[config.mk]
export PLATFORM = sky130hd
export DESIGN_NAME = ifu_prefetch_flat
export DESIGN_NICKNAME = d
export VERILOG_FILES = /design/src/rtl/ifu_prefetch_if.sv /design/src/rtl/ifu_prefetch.sv /design/src/flat_wrapper.sv
export SDC_FILE = /design/constraint.sdc
export NUM_CORES = 1
export LEC_CHECK = 0
export CORE_MARGIN = 1
export CORE_UTILIZATION = 45
export DETAILED_ROUTE_END_ITERATION = 10
export GPL_TIMING_DRIVEN = 0
export PLACE_DENSITY = 0.82
export SLEW_MARGIN = 20
export SYNTH_ARGS = -nofsm -noshare
export SYNTH_HDL_FRONTEND = slang
export SYNTH_SLANG_ARGS = --single-unit
export TNS_END_PERCENT = 20
[constraint.sdc]
create_clock -name clk -period 5.9 [get_ports clk]
set_input_delay 0.59 -clock clk [delete_from_list [all_inputs] [get_ports clk]]
set_output_delay 0.59 -clock clk [all_outputs]
set_load 0.1 [all_outputs]
[src/rtl/ifu_prefetch_if.sv]
// Signal bundle between the fetch stage, the instruction memory port and the execute unit.
// The master modport is the fetch stage's view; the slave modport is the environment's view.
interface ifu_prefetch_if;
    logic        req;
    logic        ack;
    logic [15:0] dtr;
    logic [19:0] adr;
    logic        sigflush;
    logic [20:0] fladr;
    logic        ivalid;
    logic        iready;
    logic [31:0] instr;
    logic [19:0] ipc;

    modport master (
        output req, adr, ivalid, instr, ipc,
        input  ack, dtr, sigflush, fladr, iready
    );

    modport slave (
        input  req, adr, ivalid, instr, ipc,
        output ack, dtr, sigflush, fladr, iready
    );
endinterface

[src/rtl/ifu_prefetch.sv]
// Instruction fetch/prefetch stage: fetches 16-bit words into a small queue and presents 32-bit instructions.
// Define IFU_DROP_CNT_EN to add the saturating drop_cnt output counting words discarded by flushes.
module ifu_prefetch #(
    parameter int unsigned DEPTH     = 4,
    parameter logic [19:0] RESET_VEC = 20'h00000
) (
    input  logic              clk,
    input  logic              rst_n,
`ifdef IFU_DROP_CNT_EN
    output logic [15:0]       drop_cnt,
`endif
    ifu_prefetch_if.master    bus
);
    localparam int unsigned   AW   = $clog2(DEPTH);
    localparam int unsigned   CW   = AW + 1;
    localparam logic [CW-1:0] FULL = CW'(DEPTH);

    typedef enum logic [1:0] {IDLE, REQ, DROP} state_t;

    state_t        state_q;
    logic          req_q;
    logic [19:0]   adr_q;
    logic [19:0]   fptr_q;
    logic [19:0]   ipc_q;
    logic [AW-1:0] rd_ptr_q;
    logic [AW-1:0] wr_ptr_q;
    logic [CW-1:0] count_q;
    logic [15:0]   mem_q [DEPTH];

    logic          flush;
    logic          push;
    logic          pop;
    logic          ivalid;
    logic [19:0]   flush_wadr;
    logic [AW-1:0] rd_ptr_p1;
    logic [CW-1:0] count_d;
    logic          unused_fladr_lsb;

    assign flush            = bus.sigflush;
    assign flush_wadr       = bus.fladr[20:1];
    assign unused_fladr_lsb = bus.fladr[0];
    assign ivalid           = (count_q >= CW'(2));
    assign push             = (state_q == REQ) && bus.ack && !flush;
    assign pop              = ivalid && bus.iready && !flush;
    assign rd_ptr_p1        = rd_ptr_q + AW'(1);
    // Occupancy after this cycle's push and pop, ignoring a flush.
    assign count_d          = count_q + CW'(push) - (pop ? CW'(2) : CW'(0));

    generate
        for (genvar gi = 0; gi < int'(DEPTH); gi++) begin : g_slot
            always_ff @(posedge clk) begin
                if (push && (wr_ptr_q == AW'(gi))) begin
                    mem_q[gi] <= bus.dtr;
                end
            end
        end
    endgenerate

    always_ff @(posedge clk) begin
        if (!rst_n) begin
            rd_ptr_q <= '0;
            wr_ptr_q <= '0;
            count_q  <= '0;
            ipc_q    <= RESET_VEC;
        end else if (flush) begin
            rd_ptr_q <= '0;
            wr_ptr_q <= '0;
            count_q  <= '0;
            ipc_q    <= flush_wadr;
        end else begin
            if (push) begin
                wr_ptr_q <= wr_ptr_q + AW'(1);
            end
            if (pop) begin
                rd_ptr_q <= rd_ptr_q + AW'(2);
                ipc_q    <= ipc_q + 20'd2;
            end
            count_q <= count_d;
        end
    end

    // adr_q equals fptr_q while in REQ; in DROP it keeps the stale address until its ack.
    always_ff @(posedge clk) begin
        if (!rst_n) begin
            state_q <= IDLE;
            req_q   <= 1'b0;
            adr_q   <= RESET_VEC;
            fptr_q  <= RESET_VEC;
        end else if (flush) begin
            fptr_q <= flush_wadr;
            case (state_q)
                REQ: begin
                    if (bus.ack) begin
                        adr_q <= flush_wadr;
                    end else begin
                        state_q <= DROP;
                    end
                end
                DROP: begin
                    if (bus.ack) begin
                        state_q <= REQ;
                        adr_q   <= flush_wadr;
                    end
                end
                default: begin
                    state_q <= REQ;
                    req_q   <= 1'b1;
                    adr_q   <= flush_wadr;
                end
            endcase
        end else begin
            case (state_q)
                IDLE: begin
                    if (count_q < FULL) begin
                        state_q <= REQ;
                        req_q   <= 1'b1;
                        adr_q   <= fptr_q;
                    end
                end
                REQ: begin
                    if (bus.ack) begin
                        fptr_q <= fptr_q + 20'd1;
                        adr_q  <= fptr_q + 20'd1;
                        if (count_d >= FULL) begin
                            state_q <= IDLE;
                            req_q   <= 1'b0;
                        end
                    end
                end
                DROP: begin
                    if (bus.ack) begin
                        state_q <= REQ;
                        adr_q   <= fptr_q;
                    end
                end
                default: begin
                    state_q <= IDLE;
                    req_q   <= 1'b0;
                end
            endcase
        end
    end

`ifdef IFU_DROP_CNT_EN
    logic [15:0] drop_cnt_q;
    logic        inflight_drop;
    logic [16:0] drop_sum;

    assign inflight_drop = bus.ack && ((state_q == DROP) || ((state_q == REQ) && flush));
    assign drop_sum      = {1'b0, drop_cnt_q} + 17'(flush ? count_q : CW'(0)) + 17'(inflight_drop);

    always_ff @(posedge clk) begin
        if (!rst_n) begin
            drop_cnt_q <= '0;
        end else begin
            drop_cnt_q <= drop_sum[16] ? 16'hFFFF : drop_sum[15:0];
        end
    end

    assign drop_cnt = drop_cnt_q;
`endif

    assign bus.req    = req_q;
    assign bus.adr    = adr_q;
    assign bus.ivalid = ivalid;
    assign bus.instr  = {mem_q[rd_ptr_q], mem_q[rd_ptr_p1]};
    assign bus.ipc    = ipc_q;
endmodule

[src/flat_wrapper.sv]
// flat-port wrapper written by rule: the top's interface ports become plain ports
module ifu_prefetch_flat 
#(
    parameter int unsigned DEPTH     = 4,
    parameter logic [19:0] RESET_VEC = 20'h00000
)
  (clk, rst_n, bus_req, bus_adr, bus_ivalid, bus_instr, bus_ipc, bus_ack, bus_dtr, bus_sigflush, bus_fladr, bus_iready);
  ifu_prefetch_if bus_i ();
  input  logic clk;
  input  logic rst_n;
  output wire logic [$bits(bus_i.req)-1:0] bus_req;
  output wire logic [$bits(bus_i.adr)-1:0] bus_adr;
  output wire logic [$bits(bus_i.ivalid)-1:0] bus_ivalid;
  output wire logic [$bits(bus_i.instr)-1:0] bus_instr;
  output wire logic [$bits(bus_i.ipc)-1:0] bus_ipc;
  input wire logic [$bits(bus_i.ack)-1:0] bus_ack;
  input wire logic [$bits(bus_i.dtr)-1:0] bus_dtr;
  input wire logic [$bits(bus_i.sigflush)-1:0] bus_sigflush;
  input wire logic [$bits(bus_i.fladr)-1:0] bus_fladr;
  input wire logic [$bits(bus_i.iready)-1:0] bus_iready;
  assign bus_req = bus_i.req;
  assign bus_adr = bus_i.adr;
  assign bus_ivalid = bus_i.ivalid;
  assign bus_instr = bus_i.instr;
  assign bus_ipc = bus_i.ipc;
  assign bus_i.ack = bus_ack;
  assign bus_i.dtr = bus_dtr;
  assign bus_i.sigflush = bus_sigflush;
  assign bus_i.fladr = bus_fladr;
  assign bus_i.iready = bus_iready;
  ifu_prefetch #(.DEPTH(DEPTH), .RESET_VEC(RESET_VEC)) u_core (.clk(clk), .rst_n(rst_n), .bus(bus_i));
endmodule
# Word-level counts from Yosys, hierarchy flattened
# Memories as Yosys holds them, arrays and structs flattened. A register that Yosys moved wholly into a read port is not among the register bits.
# Cells that the tools add are included.
# op_classes
mux,45
div,0
n_lt_le_gt_ge,3
n_eq_ne,13
reduce_logical,24
n_addsub,7
n_bitwise,1
n_shift,0
multipliers,0
# op_table
cell,count
$mux W20,10
$pmux W20 S3,1
$mux W16,3
$reduce_or A16 Y1,3
$mux W2,12
$add A20 B1 Y20 const B,1
$add A20 B2 Y20 const B,1
$mux W1,16
$ne A3 B3 Y1 const B,5
$reduce_and A5 Y1,2
$logic_and A1 B1 Y1,8
$eq A2 B2 Y1 const B,3
$pmux W2 S3,1
$reduce_bool A2 Y1,3
$add A2 B1 Y2 const B,2
$eq A2 B1 Y1 const B,2
$logic_not A2 Y1,2
$ne A2 B2 Y1 const B,2
$pmux W2 S2,1
$reduce_and A4 Y1,1
$reduce_bool A4 Y1,1
$reduce_or A2 Y1,2
$add A3 B1 Y3,1
$ge A3 B2 Y1 const B,1
other kinds (9),9
# word_totals
word_cells,102
ramBits,64
n_memories,1
latch_bits,0
inputBits,42
rom_bits,0
reg_bits,70
out_inout_bits,74
# memory_table
memory,depth,word_bits,rd,rd_ports_with_merged_regs,wr,line_no,rtl
u_core.mem_q,4,16,2,1,1,ifu_prefetch.sv:28,logic [15:0] mem_q [DEPTH];

# Depth between registers and ports, before layout
# Gate-level depths: netlist of run 1.
# logic_depth
ltp_word,10
mapped_depth,13

# Worst setup path after synthesis of run 1
# OpenSTA, ideal clock, no wires.
# synth_timing
kind,input -> register
startpoint,input port bus_sigflush
endpoint,"register u_core.req_q, in the netlist u_core.bus.req"
path_stages,13
setup_time_ns,0.115
slack_ns,2.812
arrival_time_ns,2.974
path_cell_list,buf_2 inv_1 clkbuf_1 clkbuf_1 nand2_1 ha_1 inv_1 ha_1 xor2_1 o21ai_0 a22o_1 o32a_1 o21a_1
# synth_via
elab_chain_cells,7
word_cells_on_any_way,14
classes_between,add/sub (2); order compare (1); eq/ne (5); mux (2); reduce/logical (4)
# synth_rtl
element,line_no,rtl
start: declaration,flat_wrapper.sv:18,input wire logic [$bits(bus_i.sigflush)-1:0] bus_sigflush;
$logic_not A1 Y1,"ifu_prefetch.sv:43, ifu_prefetch.sv:44",
"$logic_and A1 B1 Y1, on equally long branches","ifu_prefetch.sv:43, ifu_prefetch.sv:44",
$add A3 B1 Y3 or $mux W2 (tied branches),ifu_prefetch.sv:47,assign count_d = count_q + CW'(push) - (pop ? CW'(2) : CW'(0));
$sub A3 B3 Y3,ifu_prefetch.sv:47,
$ge A3 B3 Y1,ifu_prefetch.sv:124,if (count_d >= FULL) begin
$ne A3 B3 Y1 (no line),-,
$reduce_and A5 Y1 (no line),-,
end signal: assignment,ifu_prefetch.sv:116,req_q <= 1'b1;
end signal: assignment,ifu_prefetch.sv:126,req_q <= 1'b0;
end signal: assignment,ifu_prefetch.sv:138,req_q <= 1'b0;
end: declaration,ifu_prefetch.sv:21,logic req_q;
# Parallel ways exist; a longest one is shown, timed or not.
# A chain may end at the register's enable or synchronous reset.

# Worst setup path after layout of run 1
# layout_timing
startpoint,register u_core.rd_ptr_q[1]
endpoint,output port bus_instr[10]
# layout_via
elab_chain_cells,2
# layout_rtl
element,line_no,rtl
start: declaration,ifu_prefetch.sv:25,logic [AW-1:0] rd_ptr_q;
start signal: assignment,ifu_prefetch.sv:75,rd_ptr_q <= rd_ptr_q + AW'(2);
$add A2 B1 Y2,ifu_prefetch.sv:45,assign rd_ptr_p1 = rd_ptr_q + AW'(1);
$mem_v2 Z4 W16,-,
end: declaration,flat_wrapper.sv:14,output wire logic [$bits(bus_i.instr)-1:0] bus_instr;
# Every way passes these cells.

==> results of run 1 <==
==> sequential cells by signal (all words and copies together) (netlist names), named ones only <==
signal	count
u_core.bus.ipc	20
u_core.state_q	2
u_core.fptr_q	20
u_core.bus.req	1
u_core.rd_ptr_q	1
u_core.count_q	3
u_core.mem_q	64
u_core.wr_ptr_q	2
u_core.bus.adr	20
==> tightest hold or removal path: stages, from the launching register on <==
cell and delay [ns]:
dfxtp_1 0.31, nand2_1 0.05, a21oi_1 0.05
==> layout by cell type (no fill, tap or decap), types with 5 or more instances in the layout <==
cell type and instances:
a21oi_1 49, and2_1 7, and3_1 6, and4_1 7, buf_1 6, buf_2 8
buf_4 5, clkbuf_1 12, clkbuf_16 17, clkdlybuf4s50_1 112, dfxtp_1 70, edfxtp_1 64
ha_1 12, inv_1 9, inv_6 9, mux2_2 32, nand2_1 47, nand2b_1 13
nand3_1 33, nand4_1 15, nor2_1 25, nor3_1 14, o211ai_1 5, o21ai_0 20
o31ai_1 8, xnor2_1 22, xor2_1 33
==> area by class of cell <==
type | instances | area, um^2 | area share, %
multi-input combinational | 384 | 2565 | 31.97
clock buffer | 18 | 429.2 | 5.349
inverter | 10 | 37.54 | 0.4679
tap | 176 | 220.2 | 2.745
sequential | 134 | 3323 | 41.42
buffer | 36 | 190.2 | 2.371
clock inverter | 14 | 136.4 | 1.700
timing repair buffer | 112 | 1121 | 13.97
==> power groups by stage <==
stage                     Clock, mW  Combinational [mW]  Sequential (mW)
final                          1.01               0.454             1.05
after detailed placement          0               0.450             1.06
after global routing           1.07               0.474             1.05
after global placement            0               0.445             1.06
after CTS                      1.02               0.453             1.05
after floorplan                   0               0.148             1.24
==> cells by family after synthesis <==
kind of cell    count (synthesis)
buf+inv                        46
mux                            36
flops                         134
fa+ha+maj                      12
xor+xnor                       55
compound gates                101
simple gates                  180
==> metrics by stage <==
| stage | instance area, um^2 | setup slack (ns) | utilization, % | hold slack [ns] |
|---|---|---|---|---|
| after floorplan | 6116 | 2.812 | - | 0.4619 |
| after global placement | 7457 | 2.211 | 56.31 | 0.4446 |
| after detailed placement | 7457 | 2.193 | 56.31 | 0.4465 |
| after CTS | 8023 | 2.141 | 60.58 | 0.4580 |
| after global routing | 8023 | 2.049 | 60.58 | 0.4739 |
| final | 8023 | 2.185 | 60.58 | 0.4577 |
==> how the worst max path moves through the flow <==
| stage | start | slack (ns) | to | cells after the start |
|---|---|---|---|---|
| after global placement | bus_sigflush | 2.21 | u_core.bus.req$_SDFFE_PN0P_ | 13 |
| after global routing | u_core.rd_ptr_q[1]$_SDFFE_PP0P_ | 2.05 | bus_instr[10] | 4 |
| after floorplan | bus_sigflush | 2.81 | u_core.bus.req$_SDFFE_PN0P_ | 13 |
| final | u_core.rd_ptr_q[1]$_SDFFE_PP0P_ | 2.19 | bus_instr[10] | 4 |
| after detailed placement | bus_sigflush | 2.19 | u_core.bus.req$_SDFFE_PN0P_ | 13 |
| after CTS | u_core.rd_ptr_q[1]$_SDFFE_PP0P_ | 2.14 | bus_instr[10] | 4 |
==> routing by layer <==
metal	global-route usage [%]	routed length, um	up-vias
li1	-	-	2282
met1	28.57	6705	2265
met2	36.92	7225	233
met3	5.598	1085	29
met4	7.753	299	0
met5	0	0	-
==> impl_metrics.tcl, run 1 <==
set metrics [dict create \
    synth_top_area_share_pct 31.42 \
    wl_um 15320 \
    start_util_pct 46.18 \
    holdPathEnd "u_core.bus.adr[18]$_SDFFE_PN0P_" \
    tritoncts_clock_tree "yes" \
    worst_flop_to_flop_path_endpoint "u_core.bus.req$_SDFFE_PN0P_" \
    fp.dieArea_mm2 0.01406 \
    maxSlewHeadroom_pct 31.30 \
    drc_errors 0 \
    synth.cells.most_frequent "dfxtp_1, edfxtp_1, a21oi_1" \
    post_synth_main_area_contributors "edfxtp_1, dfxtp_1, mux2_2, xor2_1, a21oi_1" \
    synth-xor-area-share_pct 7.876 \
    synth_largest_area_cell "edfxtp_1" \
    worst_ir_drop_on_vdd_v 0.0002043 \
    hold_start "u_core.bus.adr[18]$_SDFFE_PN0P_" \
    fillCellCount 1062 \
    power_switching_uw 781.1 \
    power_per_cell_area_mw_per_mm2 313.3 \
    clock_insertion_delay_worst_skew_ns 0.42 \
    totalNegativeSetupSlack_ns 0 \
    worst_hold_path_type "register to register" \
    worst-slew-pin-transition_ns 1.027 \
    crit-reg2reg-launch "u_core.state_q[1]$_SDFFE_PN0P_" \
    maximum_number_of_pins_on_one_net_before_global_route_repair 17 \
    postSynthAreaPerCell_um2 10.84 \
    timing_worst_setup_path_type "register to primary output" \
    crit_chain "clkbuf_1 -> buf_1 -> mux2_2 -> clkdlybuf4s50_1" \
    netlist-cell-type-count 48 \
    cts_max_path_buffers 2 \
    post_synth_instance_area_mm2 0.006116 \
    setup_viol 0 \
    grtUsageTotal_pct 22.41 \
    yosys_register_bits 134 \
    number_of_sinks_on_the_clock_net 134 \
    synth_enable_flop_cells 64 \
    die_width_um 118.6 \
    htreeDepth 4 \
    cts_root_buffer "clkbuf_16" \
    report.power.total_mw 2.513 \
    post-synth-top-count-cell "dfxtp_1" \
    drt_pass1_iterations 5 \
    cell_internal_pwr_mw 1.732 \
    route.vias.total 4809 \
    muxShareOfSynthArea_pct 6.547 \
    synth_sequential_area_ratio_pct 54.34 \
    cts_inserted_buffers 17 \
    grt_setup_unrepaired "false" \
    ys.warnings.count 0 \
    synth_fp_nets 618 \
    area_growth_syn_to_layout_pct 31.18 \
    dominantRegCellSynth "dfxtp_1" \
    fin_skew_ns 0.007490 \
    cts_resized 0 \
    max_cap_viol_count 0 \
    timing.critical_path.max_delay_family "buffers and inverters" \
    wire_length_of_the_first_global_routing_pass_um 24070 \
    clkPwrFrac_pct 40.3 \
    period_utilization_post_route_pct 62.96 \
    synth-compound-area-share_pct 9.759 \
    place.detailed.instances 852 \
    gp_congestion 0.9437 \
    fraction_of_layout_instances_using_a_drive_strength_above_1_pct 12.29 \
    run_status "complete, no violations" \
    place.detailed.hpwl_um 11060 \
    worst_path_buf_inv 3 \
    die_h_um 118.6 \
    power.share.switching_pct 31.08 \
    detailed_route_vias_per_instance 5.440 \
    hold_depth 2 \
    fraction_of_synthesis_flops_using_an_asynchronous_set_or_reset_pin_pct 0 \
    worstPathArrival_ns 3.12 \
    synth_top_family_by_area "simple AND/OR/NAND/NOR gates" \
    number_of_instances_in_the_synthesized_netlist 564 \
    io_buffer_count 112 \
    final.min_clock_period_ns 3.715 \
    worst_path_max_delay_cell "clkdlybuf4s50_1" \
    rr_worst_depth 13 \
    p_leak_nw 2.831 \
    cts_hold_repair.buffers 0 \
    io_pins 116 \
    adder_cell_share_of_the_synthesized_area_pct 2.455 \
    timing.final.max_slew_violations 0 \
    grt_overflow_total 0 \
    setup_buffers_after_cts 0 \
    power_frac_comb_pct 18.1 \
    crit_path_start_kind "register" \
    cp_slowest_stage_delay_ns 1.16 \
    core.rowCount 42 \
    core_area_mm2 0.01324 \
    initialDrtViolationCount 378 \
    critPathRequiredTime_ns 5.31 \
    nNetsFinal 749 \
    power_frac_seq_pct 41.7 \
    insertedDiodeCount 0 \
    worst_setup_hold_path_clk_slew_ns 0.06 \
    drtAntennaViolNets 0 \
    path_max_fanout 10 \
    synthSimpleGateAreaFrac_pct 15.30 \
    initial_antenna_violation_count 0 \
    grt_pass1_vias 4724 \
    regToRegSetupSlack_ns 3.08 \
    critical_path.endpoint_type "primary output" \
    average_wire_per_cell_in_the_routed_design_um 17.33 \
    hold_viol_final 0 \
    timing.fmax_ghz 0.2692 \
    finalNonFillerCells 884 \
]
(Power assumes the default switching activity.)
==> run 2: changes to the inputs <==
Clock period 5.9 ns to 3.6 ns, I/O delays scaled along.
==> impl_metrics.tcl, run 2 (same netlist as run 1, synthesis figures left out) <==
set metrics [dict create \
    run_status "complete, no violations" \
    grt_pass1_vias 4724 \
    critical_path.endpoint_type "primary output" \
    worst_flop_to_flop_path_endpoint "u_core.bus.req$_SDFFE_PN0P_" \
    worst_ir_drop_on_vdd_v 0.0003350 \
    start_util_pct 46.18 \
    fraction_of_layout_instances_using_a_drive_strength_above_1_pct 12.29 \
    initialDrtViolationCount 378 \
    worstPathArrival_ns 3.10 \
    cts_root_buffer "clkbuf_16" \
    worst_setup_hold_path_clk_slew_ns 0.06 \
    wl_um 15330 \
    fillCellCount 1061 \
    hold_viol_final 0 \
    p_leak_nw 2.840 \
    worst_hold_path_type "input pin to register" \
    gp_congestion 0.9437 \
    commonest_non_fill_non_tap_cells_in_the_layout "clkdlybuf4s50_1, dfxtp_1, edfxtp_1, a21oi_1, nand2_1" \
    cts_max_path_buffers 2 \
    timing.fmax_ghz 0.2890 \
    crit-reg2reg-launch "u_core.state_q[1]$_SDFFE_PN0P_" \
    htreeDepth 4 \
    setup_buffers_after_cts 0 \
    largest_register_ffs 64 \
    drtAntennaViolNets 0 \
    cts_inserted_buffers 17 \
    rr_worst_depth 13 \
    hold_depth 3 \
    worst-slew-pin-transition_ns 1.027 \
    area_growth_syn_to_layout_pct 31.22 \
    grt_setup_unrepaired "false" \
    setup_viol 0 \
    clock_insertion_delay_worst_skew_ns 0.41 \
    cts_hold_repair.buffers 0 \
    die_width_um 118.6 \
    timing_worst_setup_path_type "register to primary output" \
    finalNonFillerCells 884 \
    maxSlewHeadroom_pct 31.41 \
    number_of_sinks_on_the_clock_net 134 \
    io_buffer_count 112 \
    grt_overflow_total 0 \
    fp.dieArea_mm2 0.01406 \
    holdPathEnd "u_core.bus.adr[16]$_SDFFE_PN0P_" \
    period_utilization_post_route_pct 96.11 \
    final.min_clock_period_ns 3.460 \
    fin_skew_ns 0.006251 \
    critPathRequiredTime_ns 3.24 \
    route.vias.total 4793 \
    io_pins 116 \
    place.detailed.instances 852 \
    register_with_the_most_flip_flops "u_core.mem_q" \
    drc_errors 0 \
    tritoncts_clock_tree "yes" \
    mostFrequentLayoutCell "clkdlybuf4s50_1" \
    wire_length_of_the_first_global_routing_pass_um 24070 \
    power_per_cell_area_mw_per_mm2 513.3 \
    insertedDiodeCount 0 \
    nNetsFinal 749 \
    regToRegSetupSlack_ns 0.79 \
    hold_start "rst_n" \
    final_core_utilization_pct 60.60 \
    grtUsageTotal_pct 22.41 \
    totalNegativeSetupSlack_ns 0 \
    multiInputGateArea_mm2 0.002565 \
    crit_path_start_kind "register" \
    max_cap_viol_count 0 \
    die_h_um 118.6 \
    timing.final.max_slew_violations 0 \
    drt_pass1_iterations 6 \
    register_area_mm2 0.003323 \
    place.detailed.hpwl_um 11060 \
    detailed_route_vias_per_instance 5.422 \
    path_max_fanout 10 \
    average_wire_per_cell_in_the_routed_design_um 17.34 \
    initial_antenna_violation_count 0 \
    core.rowCount 42 \
    core_area_mm2 0.01324 \
    maximum_number_of_pins_on_one_net_before_global_route_repair 17 \
]
==> run 2: cell type report <==
type,instances,share of cell area [%]
clock buffer,18,5.348
buffer,36,2.370
inverter,10,0.4677
clock inverter,14,1.699
tap,176,2.744
sequential,134,41.41
timing repair buffer,112,14.00
multi-input combinational,384,31.96
==> run 2: what timing repair did <==
action / 4_1_cts / 5_1_grt
endpoints found under the hold margin: 0 / 0
setup endpoints to repair: 0 / 1
gates resized for setup: 0 / 1
==> run 2: stage by stage <==
stage	hold slack, ns	power, mW	setup slack, ns	cell area, um^2
floorplan	0.4589	2.270	0.7418	6116
global route	0.4048	4.250	0.002439	8025
finish	0.4154	4.120	0.1400	8025
CTS	0.3718	4.136	0.07130	8023
global placement	0.4446	2.472	0.1410	7457
detailed placement	0.4465	2.482	0.1229	7457
==> run 2: how the worst max path moves through the flow <==
| stage | cells after the start | to | slack [ns] | start |
|---|---|---|---|---|
| 6_report | 4 | bus_instr[7] | 0.14 | u_core.rd_ptr_q[1]$_SDFFE_PP0P_ |
| 2_1_floorplan | 13 | u_core.bus.req$_SDFFE_PN0P_ | 0.74 | bus_sigflush |
| 5_1_grt | 4 | bus_instr[7] | 0.002 | u_core.rd_ptr_q[1]$_SDFFE_PP0P_ |
| 3_5_place_dp | 13 | u_core.bus.req$_SDFFE_PN0P_ | 0.12 | bus_sigflush |
| 4_1_cts | 4 | bus_instr[10] | 0.07 | u_core.rd_ptr_q[1]$_SDFFE_PP0P_ |
| 3_3_place_gp | 13 | u_core.bus.req$_SDFFE_PN0P_ | 0.14 | bus_sigflush |
==> run 2: routing by layer <==
layer / vias up / share of wire, % / GRT usage, %
met4: 0 / 1.9 / 7.753
met1: 2255 / 44 / 28.57
li1: 2284 / - / -
met3: 27 / 7.2 / 5.598
met2: 227 / 47 / 36.92
met5: - / 0 / 0
==> run 2: critical path: stages, from the launching register on <==
cell and delay, ns:
dfxtp_1 0.30, clkbuf_1 0.39, buf_1 0.58, mux2_2 0.27, clkdlybuf4s50_1 1.14
==> run 2: where the power goes <==
part | switching, mW | internal [mW]
combinational | 0.534 | 0.210
sequential | 0.0543 | 1.66
clock | 0.693 | 0.967
total | 1.28 | 2.84
